[src/rtl/data_memory_unit.sv]
// data_memory_unit: load/store unit turning byte/half/word requests into aligned word-bus transactions
module data_memory_unit #(
  parameter int unsigned TIMEOUT_CYCLES = 16
) (
  input  logic        clk,
  input  logic        reset,
  input  logic        req_valid,
  output logic        req_ready,
  input  logic [1:0]  memory_rw,
  input  logic [3:0]  memory_type,
  input  logic [31:0] addr,
  input  logic [31:0] store_data,
  output logic        resp_valid,
  output logic        resp_err,
  output logic [31:0] load_data,
  output logic        bus_req,
  output logic        bus_we,
  output logic [31:0] bus_addr,
  output logic [3:0]  bus_wstrb,
  output logic [31:0] bus_wdata,
  input  logic        bus_ack,
  input  logic [31:0] bus_rdata
);
  localparam logic [1:0] M_X = 2'b00, M_R = 2'b01, M_W = 2'b10, M_ILL = 2'b11;
  localparam logic [3:0] MT_B = 4'd1, MT_H = 4'd2, MT_W = 4'd3, MT_BU = 4'd4, MT_HU = 4'd5;
  typedef enum logic [1:0] {IDLE, BUS, RESP} state_t;
  state_t      state_q;
  logic [3:0]  type_q;
  logic [1:0]  lane_q;
  logic [31:0] cnt_q;
  logic        resp_valid_q, resp_err_q, bus_req_q, bus_we_q;
  logic [31:0] load_data_q, bus_addr_q, bus_wdata_q;
  logic [3:0]  bus_wstrb_q;
  logic        is_w, is_r, type_ok, mis, err_d, go_bus_d, timeout_d;
  logic [3:0]  wstrb_d;
  logic [31:0] wdata_d, shifted, ld_d;
  logic [7:0]  byte_v;
  logic [15:0] half_v;
  assign req_ready  = (state_q == IDLE);
  assign resp_valid = resp_valid_q;
  assign resp_err   = resp_err_q;
  assign load_data  = load_data_q;
  assign bus_req    = bus_req_q;
  assign bus_we     = bus_we_q;
  assign bus_addr   = bus_addr_q;
  assign bus_wstrb  = bus_wstrb_q;
  assign bus_wdata  = bus_wdata_q;
  // classify the incoming request and build write lanes; extract load data from the bus word
  always_comb begin
    is_w      = (memory_rw == M_W);
    is_r      = (memory_rw == M_R);
    type_ok   = is_w ? (memory_type inside {MT_B, MT_H, MT_W}) : (memory_type inside {MT_B, MT_H, MT_W, MT_BU, MT_HU});
    mis       = ((memory_type == MT_H || memory_type == MT_HU) && addr[0]) || (memory_type == MT_W && addr[1:0] != 2'b00);
    err_d     = (memory_rw == M_ILL) || (memory_rw != M_X && (!type_ok || mis));
    go_bus_d  = (is_r || is_w) && !err_d;
    wstrb_d   = !is_w ? 4'b0000 : memory_type == MT_B ? 4'b0001 << addr[1:0] : memory_type == MT_H ? 4'b0011 << addr[1:0] : 4'b1111;
    wdata_d   = !is_w ? 32'd0 : memory_type == MT_B ? {4{store_data[7:0]}} : memory_type == MT_H ? {2{store_data[15:0]}} : store_data;
    shifted   = bus_rdata >> {lane_q, 3'b000};
    byte_v    = shifted[7:0];
    half_v    = lane_q[1] ? bus_rdata[31:16] : bus_rdata[15:0];
    ld_d      = bus_we_q ? 32'd0 :
                type_q == MT_B  ? {{24{byte_v[7]}}, byte_v} :
                type_q == MT_BU ? {24'd0, byte_v} :
                type_q == MT_H  ? {{16{half_v[15]}}, half_v} :
                type_q == MT_HU ? {16'd0, half_v} :
                type_q == MT_W  ? bus_rdata : 32'd0;
    timeout_d = (TIMEOUT_CYCLES != 0) && (cnt_q == TIMEOUT_CYCLES - 32'd1);
  end
  // request FSM with registered bus and response outputs
  always_ff @(posedge clk or posedge reset) begin
    if (reset) begin
      state_q      <= IDLE;
      type_q       <= 4'd0;
      lane_q       <= 2'd0;
      cnt_q        <= 32'd0;
      resp_valid_q <= 1'b0;
      resp_err_q   <= 1'b0;
      load_data_q  <= 32'd0;
      bus_req_q    <= 1'b0;
      bus_we_q     <= 1'b0;
      bus_addr_q   <= 32'd0;
      bus_wstrb_q  <= 4'd0;
      bus_wdata_q  <= 32'd0;
    end else begin
      case (state_q)
        IDLE: if (req_valid) begin
          type_q <= memory_type;
          lane_q <= addr[1:0];
          cnt_q  <= 32'd0;
          if (go_bus_d) begin
            state_q     <= BUS;
            bus_req_q   <= 1'b1;
            bus_we_q    <= is_w;
            bus_addr_q  <= {addr[31:2], 2'b00};
            bus_wstrb_q <= wstrb_d;
            bus_wdata_q <= wdata_d;
          end else begin
            state_q      <= RESP;
            resp_valid_q <= 1'b1;
            resp_err_q   <= err_d;
            load_data_q  <= 32'd0;
          end
        end
        BUS: if (bus_ack || timeout_d) begin
          state_q      <= RESP;
          resp_valid_q <= 1'b1;
          resp_err_q   <= !bus_ack;
          load_data_q  <= bus_ack ? ld_d : 32'd0;
          bus_req_q    <= 1'b0;
          bus_we_q     <= 1'b0;
          bus_wstrb_q  <= 4'd0;
          bus_wdata_q  <= 32'd0;
        end else begin
          cnt_q <= cnt_q + 32'd1;
        end
        RESP: begin
          state_q      <= IDLE;
          resp_valid_q <= 1'b0;
          resp_err_q   <= 1'b0;
          load_data_q  <= 32'd0;
        end
        default: state_q <= IDLE;
      endcase
    end
  end
endmodule

[config.mk]
export PLATFORM = sky130hd
export DESIGN_NAME = data_memory_unit
export DESIGN_NICKNAME = d
export VERILOG_FILES = /design/src/rtl/data_memory_unit.sv
export SDC_FILE = /design/constraint.sdc
export NUM_CORES = 1
export LEC_CHECK = 0
export CAP_MARGIN = 10
export CORE_AREA = 2 2 140 142
export CTS_BUF_LIST = sky130_fd_sc_hd__clkbuf_16
export CTS_CLUSTER_SIZE = 25
export DETAILED_ROUTE_END_ITERATION = 7
export DIE_AREA = 0 0 142 144
export GPL_TIMING_DRIVEN = 0
export PLACE_DENSITY_LB_ADDON = 0.08
export SKIP_CTS_REPAIR_TIMING = 1
export SLEW_MARGIN = 30
export SYNTH_ARGS = -nofsm -noshare
export SYNTH_HDL_FRONTEND = slang
export SYNTH_SLANG_ARGS = --single-unit
export TNS_END_PERCENT = 10
[constraint.sdc]
create_clock -name clk -period 6.4 [get_ports clk]
set_input_delay 1.28 -clock clk [delete_from_list [all_inputs] [get_ports clk]]
set_output_delay 1.28 -clock clk [all_outputs]
set_load 0.01 [all_outputs]
---- Yosys cells after proc, flatten, opt, wreduce, memory -nomap -nowiden ----
Index checks and enable logic that the tools add are counted.
word-level totals
  latch bits .............................. 0
  ROM bits ................................ 0
  memory bits (writable) .................. 0
  logic and storage cells ................. 112
  memories ................................ 0
  output and inout bits ................... 105
  flip-flop bits (word level) ............. 142
  bits of input ports ..................... 106
cells by class
  div/mod/pow operators ................... 0
  multiply operators ...................... 0
  reduce and logical (&&, ||, !) cells .... 26
  bitwise gates (word level) .............. 0
  equality and inequality tests ........... 21
  $add $sub $neg .......................... 1
  mux-type cells .......................... 49
  order comparisons ....................... 0
  shift operators ......................... 3
operators by type and width
  cell                                                                    number
  32-bit 2-to-1 mux                                                       18
  32-bit case mux with 2 select lines                                     2
  32-bit case mux with 3 select lines                                     1
  32-bit by 1-bit adder with 32-bit output, second input constant         1
  32-bit by 4-bit equality test with 1-bit output, second input constant  1
  32-bit by 5-bit >> shifter with 8-bit output                            1
  4-bit 2-to-1 mux                                                        6
  4-bit by 2-bit equality test with 1-bit output, second input constant   4
  4-bit by 3-bit equality test with 1-bit output, second input constant   4
  16-bit 2-to-1 mux                                                       1
  1-bit 2-to-1 mux                                                        12
  4-bit by 1-bit equality test with 1-bit output, second input constant   2
  2-bit inequality test, second input constant                            4
  4-bit case mux with 2 select lines                                      1
  4-bit AND reduction                                                     2
  2-bit equality test, second input constant                              3
  1-bit logical OR                                                        6
  2-bit 2-to-1 mux                                                        3
  1-bit case mux with 3 select lines                                      2
  3-bit AND reduction                                                     2
  2-bit nonzero test                                                      3
  3-bit nonzero test                                                      2
  5-bit nonzero test                                                      1
  2-bit by 1-bit equality test with 1-bit output, second input constant   2
  9 further kinds                                                         16

---- Logic depth before layout (Yosys ltp) ----
Gate-level depths: netlist of the first run.
  depth in word-level cells ............... 12
  depth in mapped cells ................... 9
  depth with buffers taken out ............ 7

---- Worst setup path before layout of the first run ----
No wires, ideal clock.
  kind .................................... in2reg
  start ................................... input memory_rw[0]
  end ..................................... register load_data_q[10], in the netlist load_data[10]
  required time ........................... 6.275 ns
  setup slack ............................. 3.134 ns
  library setup time ...................... 0.125 ns
  path buffers ............................ 2
  cell stages on the path ................. 9
  arrival ................................. 3.141 ns
  cell sequence ........................... inv_1 -> ha_1 -> nor4b_1 -> o41ai_2 -> a21oi_2 -> a2111o_1 -> buf_4 -> buf_6 -> mux2_4
on the way
  word-level cells in the longest chain between the ends .. 10
  elaborated cells between the ends (all ways) .. 14
  classes of those cells .................. eq/ne: 4; mux: 1; reduce/logical: 9
RTL lines
  what                               RTL line  RTL
  start, declared                    9         input logic [1:0] memory_rw,
  2-bit equality test                50        is_w = (memory_rw == M_W);
  1-bit 2-to-1 mux                   52        type_ok = is_w ? (memory_type inside {MT_B, MT_H, MT_W}) : (memory_type inside {MT_B, MT_H, MT_W, MT_BU, MT_HU ...
  1-bit zero test                    54        err_d = (memory_rw == M_ILL) || (memory_rw != M_X && (!type_ok || mis));
  1-bit logical OR                   54
  1-bit logical AND                  54
  1-bit logical OR                   54
  1-bit zero test                    55        go_bus_d = (is_r || is_w) && !err_d;
  1-bit logical AND *                55
  2-bit inequality test (no line) *  --
  4-bit AND reduction (no line) *    --
  end signal, assigned               108       load_data_q <= bus_ack ? ld_d : 32'd0;
  end, declared                      32        logic [31:0] load_data_q, bus_addr_q, bus_wdata_q;
Every way passes the cells marked *; elsewhere a longest branch is shown, timed or not.
A chain may end at the register's enable or synchronous reset.

---- Worst setup path in the final report of the first run ----
  start ................................... input memory_rw[0]
  end ..................................... register bus_wstrb_q[2], in the netlist bus_wstrb[2]
on the way
  word-level cells in the longest chain between the ends .. 10
  elaborated cells between the ends (all ways) .. 18
  classes of those cells .................. eq/ne: 4; mux: 5; reduce/logical: 9
RTL lines
  what                                                        RTL line  RTL
  2-bit equality test                                         50
  1-bit 2-to-1 mux                                            52
  1-bit zero test                                             54
  1-bit logical OR                                            54
  1-bit logical AND                                           54
  1-bit logical OR                                            54
  1-bit zero test                                             55
  1-bit logical AND                                           55
  2-bit by 1-bit inequality test with 1-bit output (no line)  --
  4-bit AND reduction (no line)                               --
  end signal, assigned                                        95        bus_wstrb_q <= wstrb_d;
  end, declared                                               33        logic [3:0] bus_wstrb_q;
Several ways; a longest one is shown, not always the timed one. The select of a mux whose other input is x is not followed.

==> results of run 1 <==
cells in the mapped netlist, types with 5 or more instances:
| library cell | count | area, um2 |
|---|---|---|
| and3_1 | 5 | 31.3 |
| mux2i_1 | 37 | 370 |
| nor2_1 | 23 | 86.3 |
| mux2_2 | 40 | 450 |
| xor2_1 | 12 | 105 |
| a21oi_1 | 46 | 230 |
| a211oi_1 | 9 | 67.6 |
| ha_1 | 12 | 150 |
| a21boi_0 | 8 | 60.1 |
| nor4_1 | 8 | 50.1 |
| a22o_1 | 17 | 149 |
| mux2_4 | 29 | 435 |
| nand2_1 | 41 | 154 |
| nand3_1 | 19 | 95.1 |
| nand4_1 | 16 | 100 |
| o21ai_0 | 31 | 155 |
| nor4b_1 | 6 | 52.6 |
| dfrtp_1 | 142 | 3550 |
| buf_2 | 9 | 45.0 |
| o2bb2ai_1 | 20 | 175 |
| clkbuf_1 | 28 | 105 |
| or2_2 | 15 | 93.8 |
| a22oi_1 | 9 | 67.6 |
| inv_1 | 15 | 56.3 |
| a32oi_1 | 7 | 61.3 |
cell families after synthesis:
family	share of synthesized area, %
compound gates	16.0
xor+xnor	1.54
fa+ha+maj	2.03
buf+inv	3.85
flops	47.9
mux	17.6
other cells	0.0506
simple gates	11.1
area by class of cell:
cell class	count	area [um2]	share of cell area (%)
Buffer	46	225	2.16
Tap cell	238	298	2.86
Multi-Input combinational cell	463	3600	34.5
Clock buffer	17	425	4.08
Sequential cell	142	3550	34.1
Timing Repair Buffer	207	2090	20.0
Clock inverter	15	171	1.64
Inverter	16	67.6	0.648
worst reg2reg max path, stage by stage (launching register included):
cell and delay [ns]:
dfrtp_1 0.38, inv_1 0.09, ha_1 0.22, buf_2 0.17, mux2i_1 0.20, nor3_1 0.69, nand2_1 0.27, a2111oi_0 0.58
mux2i_1 0.24
state kept, by name, indices dropped and copies added, names as in the netlist, 2 cells and up:
register	count
state_q	2
cnt_q	32
bus_addr	30
type_q	4
lane_q	2
load_data	32
bus_wstrb	4
bus_wdata	32
worst paths after layout:
check / to / cells after the start / start
setup / recovery: bus_wstrb[2]$_DFFE_PP0P_ / 10 / memory_rw[0]
hold / removal: bus_wdata[17]$_DFFE_PP0P_ / 1 / bus_wdata[17]$_DFFE_PP0P_
setup reg to reg: cnt_q[19]$_DFFE_PP0P_ / 8 / state_q[0]$_DFFE_PP0P_
hold reg to reg: bus_wdata[17]$_DFFE_PP0P_ / 1 / bus_wdata[17]$_DFFE_PP0P_
max in group asynchronous: bus_wdata[7]$_DFFE_PP0P_ / 3 / reset
min in group asynchronous: load_data[15]$_DFFE_PP0P_ / 2 / reset
power by group through the flow:
stage / clock, mW / combinational (mW) / sequential (mW)
5_1_grt: 1.07 / 1.35 / 1.17
3_3_place_gp: 0 / 1.22 / 1.16
2_1_floorplan: 0 / 0.643 / 1.22
4_1_cts: 1.04 / 1.26 / 1.15
6_report: 1.01 / 1.25 / 1.15
3_5_place_dp: 0 / 1.25 / 1.17
per-stage QoR:
step / cells / hold WS (ns) / power (mW) / worst slack [ns]
floorplan: 667 / 0.477 / 1.87 / 1.31
CTS: 1144 / 0.496 / 3.45 / 2.71
detailed placement: 1112 / 0.473 / 2.42 / 2.25
finish: 1144 / 0.491 / 3.41 / 2.70
global placement: 1111 / 0.473 / 2.39 / -0.679
global route: 1144 / 0.509 / 3.60 / 2.56
metal layers:
metal / part of all wire (%) / global-route usage, % / up-vias
met5: 0 / 0 / -
met4: 1.8 / 6.84 / 0
met3: 5.0 / 4.47 / 25
met2: 48 / 32.8 / 189
met1: 45 / 28.0 / 3033
li1: - / - / 2924
==> impl_metrics.yaml, run 1 <==
pwr:
  p_switching_mw: 1.13
  seqPwrFrac_pct: 33.8
  clkPwrFrac_pct: 29.6
  power_frac_comb_pct: 36.6
  ir_drop_uv: 230
  switching_share_pct: 33.1
  p_leak_nw: 4.40
  power.density_nw_per_um2: 327
  p_int_mw: 2.28
worst_setup_path:
  cp_slowest_stage_delay_ns: 0.56
  critPathBufInv: 4
  cp.arrival_ns: 3.99
  cpLargestDelayFamily: "buffers and inverters"
  crit_slowest_cell: "clkdlybuf4s50_1"
  ff2ff_setup_slack_ns: 3.48
  cp_max_fo: 10
  start_kind: "input pin"
  cp.required_ns: 6.69
  cp-end-kind: "flop"
  critPathKind: "input pin to flop"
  cp_cell_sequence: "clkdlybuf4s50_1 -> inv_1 -> ha_1 -> nor4b_1 -> o41ai_2 -> a21oi_2 -> o221ai_1 -> clkbuf_1 -> buf_2 -> o2bb2ai_1"
yosys:
  synth-seq-area-share_pct: 47.9
  synthArstFlopShare_pct: 100
  syn_inst: 666
  netlist-cell-type-count: 59
  synth_edf_count: 0
  yosys_warnings: 0
  synthFlopType: "dfrtp_1"
  syn_area_per_cell_um2: 11.1
  synth-seq-cells: 142
  syn-cell-area_um2: 7410
global_route:
  grt_overflow: 0
  global_route.usage.total_pct: 20.6
  grt_max_degree: 89
  grt_pass1_vias: 6121
  grt_first_pass_wirelength_um: 32800
  grt_antenna_before_repair: 0
sta:
  finalCritPeriodShare_pct: 57.8
  tightest_slew_ns: 0.841
  hold_viol_final: 0
  finalSetupViolCount: 0
  min_period_ns: 3.70
  clock.fmax_mhz: 270
  tns_ns: 0
  maxSlewHeadroom_pct: 43.8
  finalMaxSlewViolations: 0
  rsz0062_at_grt: "false"
  finalClockSkew_ns: 0.0137
floorplanning:
  coreArea_um2: 19100
  start_util_pct: 38.8
  die_area_um2: 20400
  io_pins: 211
  die_x_um: 142
  rows: 51
  die_h_um: 144
run:
  maxCapViolCount: 0
clock_network:
  cts_sinks: 142
  tritoncts: "built"
  clock_latency_ns: 0.43
  cts.clk_slew.worst_paths_ns: 0.07
  cts_made_buffers: 17
  clk_path_buf_depth: 2
  cts_htree_levels: 4
  root_buffer: "clkbuf_16"
cells_and_area:
  mostFrequentLayoutCell: "clkdlybuf4s50_1"
  final_cell_mix: "clkdlybuf4s50_1 (206), dfrtp_1 (142), a21oi_1 (46)"
  post-route-util_pct: 54.7
  fin_nets: 1011
  fin_area_um2: 10400
  drive_gt1_share_pct: 16.1
  antenna-diode-count: 0
  synthToLayoutAreaGrowth_pct: 40.7
  fillers: 1649
route:
  ant_nets: 0
  drcViolationCount: 0
  initialDrtViolationCount: 322
  wl_um: 21100
  vias: 6171
  wl_per_cell_um: 18.4
  vias_per_cell: 5.39
  first_pass_iters: 5
placed_design:
  dp_hpwl_um: 15600
  portBuffers: 206
  placed_cell_area_um2: 9830
  place_congestion: 0.838
status:
  outcome: "complete, no violations"
worst_hold_path:
  hp-class: "flop to flop"
Power figures use the tool's default switching activity.
==> inputs of run 2 (changes only) <==
clock period = 3.19 ns   (was 6.4 ns; I/O delays follow)
==> run 2 against run 1 <==
Effect of this change: clock skew down 0.0047 ns; setup slack worse by 2.6 ns; hold slack worse by 0.0013 ns; final cell count up 0.35%; non-clock buffer count up 4; sequential power up 100%; utilization up 0.33 points; count of clock-buffer cells in the layout unchanged; critical endpoint is now bus_addr[28]$_DFFE_PP0P_; largest cell class unchanged.
==> impl_metrics.yaml, run 2 (same netlist as run 1, synthesis figures left out) <==
status:
  outcome: "complete, no violations"
placed_design:
  placed_cell_area_um2: 9910
  dp_cells: 1116
  dp_hpwl_um: 16000
  portBuffers: 206
  place_congestion: 0.871
sta:
  finalMaxSlewViolations: 0
  clock.fmax_mhz: 329
  min_period_ns: 3.04
  hold_ws_ns: 0.490
  tightest_slew_ns: 0.860
  rsz0062_at_grt: "false"
  finalCritPeriodShare_pct: 95.4
  maxSlewHeadroom_pct: 42.3
  finalSetupViolCount: 0
  hold_viol_final: 0
  finalClockSkew_ns: 0.00897
worst_setup_path:
  cp_max_fo: 10
  cp-end-kind: "flop"
  crit_slowest_cell: "clkdlybuf4s50_1"
  cp_cell_sequence: "clkdlybuf4s50_1 -> inv_1 -> ha_1 -> nor4b_1 -> o41ai_2 -> a21oi_4 -> nor2b_2 -> buf_2 -> mux2_2"
  cp_slowest_stage_delay_ns: 0.54
  cp.arrival_ns: 3.35
  cp.required_ns: 3.50
  critPathKind: "input pin to flop"
  start_kind: "input pin"
pwr:
  switching_share_pct: 33.0
  p_switching_mw: 2.22
  power_frac_comb_pct: 37.2
  p_leak_nw: 4.42
  seqPwrFrac_pct: 34.4
  power.density_nw_per_um2: 640
  p_int_mw: 4.49
  totalPowerFinal_mw: 6.71
  clkPwrFrac_pct: 28.3
  ir_drop_uv: 396
global_route:
  global_route.usage.total_pct: 20.7
  grt_antenna_before_repair: 0
  grt_first_pass_wirelength_um: 33000
  grt_pass1_vias: 6175
  grt_max_degree: 31
  grt_overflow: 0
cells_and_area:
  synthToLayoutAreaGrowth_pct: 41.5
  final_cell_mix: "clkdlybuf4s50_1 (206), dfrtp_1 (142), a21oi_1 (46)"
  fin_cells: 1148
  mostFrequentLayoutCell: "clkdlybuf4s50_1"
  antenna-diode-count: 0
  fin_nets: 1015
  drive_gt1_share_pct: 16.6
  fin_area_um2: 10500
route:
  drcViolationCount: 0
  wl_per_cell_um: 18.4
  first_pass_iters: 5
  vias: 6182
  initialDrtViolationCount: 330
  wl_um: 21100
  ant_nets: 0
  vias_per_cell: 5.39
worst_hold_path:
  hp-class: "flop to flop"
floorplanning:
  die_x_um: 142
  io_pins: 211
  die_h_um: 144
  start_util_pct: 38.8
  rows: 51
  coreArea_um2: 19100
  die_area_um2: 20400
run:
  maxCapViolCount: 0
clock_network:
  cts_htree_levels: 4
  clk_path_buf_depth: 2
  root_buffer: "clkbuf_16"
  clock_latency_ns: 0.43
  cts.clk_slew.worst_paths_ns: 0.06
  tritoncts: "built"
  cts_sinks: 142
  cts_made_buffers: 17
## run 2: changes by cell type in the layout (fill, tap and decap cells not counted), sizes merged
cell,before,now
inv,26,21
buf,19,23
clkinv,1,6
bufinv,2,1
clkinvlp,2,3
## run 2: path summary, 6_finish.rpt
path,slack [ns],endpoint,start,cells after the start
setup / recovery,0.15,bus_addr[28]$_DFFE_PP0P_,memory_rw[0],9
hold / removal,0.49,bus_wdata[17]$_DFFE_PP0P_,bus_wdata[17]$_DFFE_PP0P_,1
setup reg to reg,0.18,cnt_q[19]$_DFFE_PP0P_,state_q[0]$_DFFE_PP0P_,8
hold reg to reg,0.49,bus_wdata[17]$_DFFE_PP0P_,bus_wdata[17]$_DFFE_PP0P_,1
max in group asynchronous,1.67,bus_addr[31]$_DFFE_PP0P_,reset,5
min in group asynchronous,0.61,load_data[22]$_DFFE_PP0P_,reset,2
## run 2: power by group through the flow
| stage | clock network, mW | logic [mW] | registers [mW] |
|---|---|---|---|
| final | 1.90 | 2.50 | 2.31 |
| after global routing | 2.04 | 2.72 | 2.35 |
| after CTS | 1.95 | 2.52 | 2.31 |
| after detailed placement | 0 | 2.51 | 2.35 |
| after global placement | 0 | 2.45 | 2.33 |
| after floorplan | 0 | 1.29 | 2.45 |
## run 2: routing by layer
| layer | track usage [%] | vias up | wire [um] |
|---|---|---|---|
| met5 | 0 | - | 0 |
| met4 | 8.11 | 0 | 476 |
| met3 | 3.81 | 33 | 960 |
| met2 | 32.7 | 193 | 10000 |
| met1 | 28.3 | 3031 | 9600 |
| li1 | - | 2925 | - |
## run 2: area by class of cell
| class | count | area (um2) |
|---|---|---|
| fill | 1620 | 8590 |
| multi-input combinational | 463 | 3610 |
| sequential | 142 | 3550 |
| timing repair buffer | 211 | 2180 |
| clock buffer | 17 | 425 |
| tap | 238 | 298 |
| buffer | 46 | 226 |
| clock inverter | 15 | 139 |
| inverter | 16 | 63.8 |
## run 2: stage by stage
step	utilization (%)	setup TNS, ns	worst slack (ns)
6_report	55.0	0	0.146
5_1_grt	55.0	0	0.00314
4_1_cts	54.9	0	0.0581
3_5_place_dp	51.9	-26.10	-0.379
3_3_place_gp	51.3	-90.01	-0.485
2_1_floorplan	-	0	0.566
## run 2: critical path, delay by kind of cell
kind,cells,cell delay [ns]
buffers and inverters,3,0.90
and+or+nand+nor,2,0.71
AOI/OAI and AO/OA,2,0.48
muxes,1,0.37
adders and majority gates,1,0.24
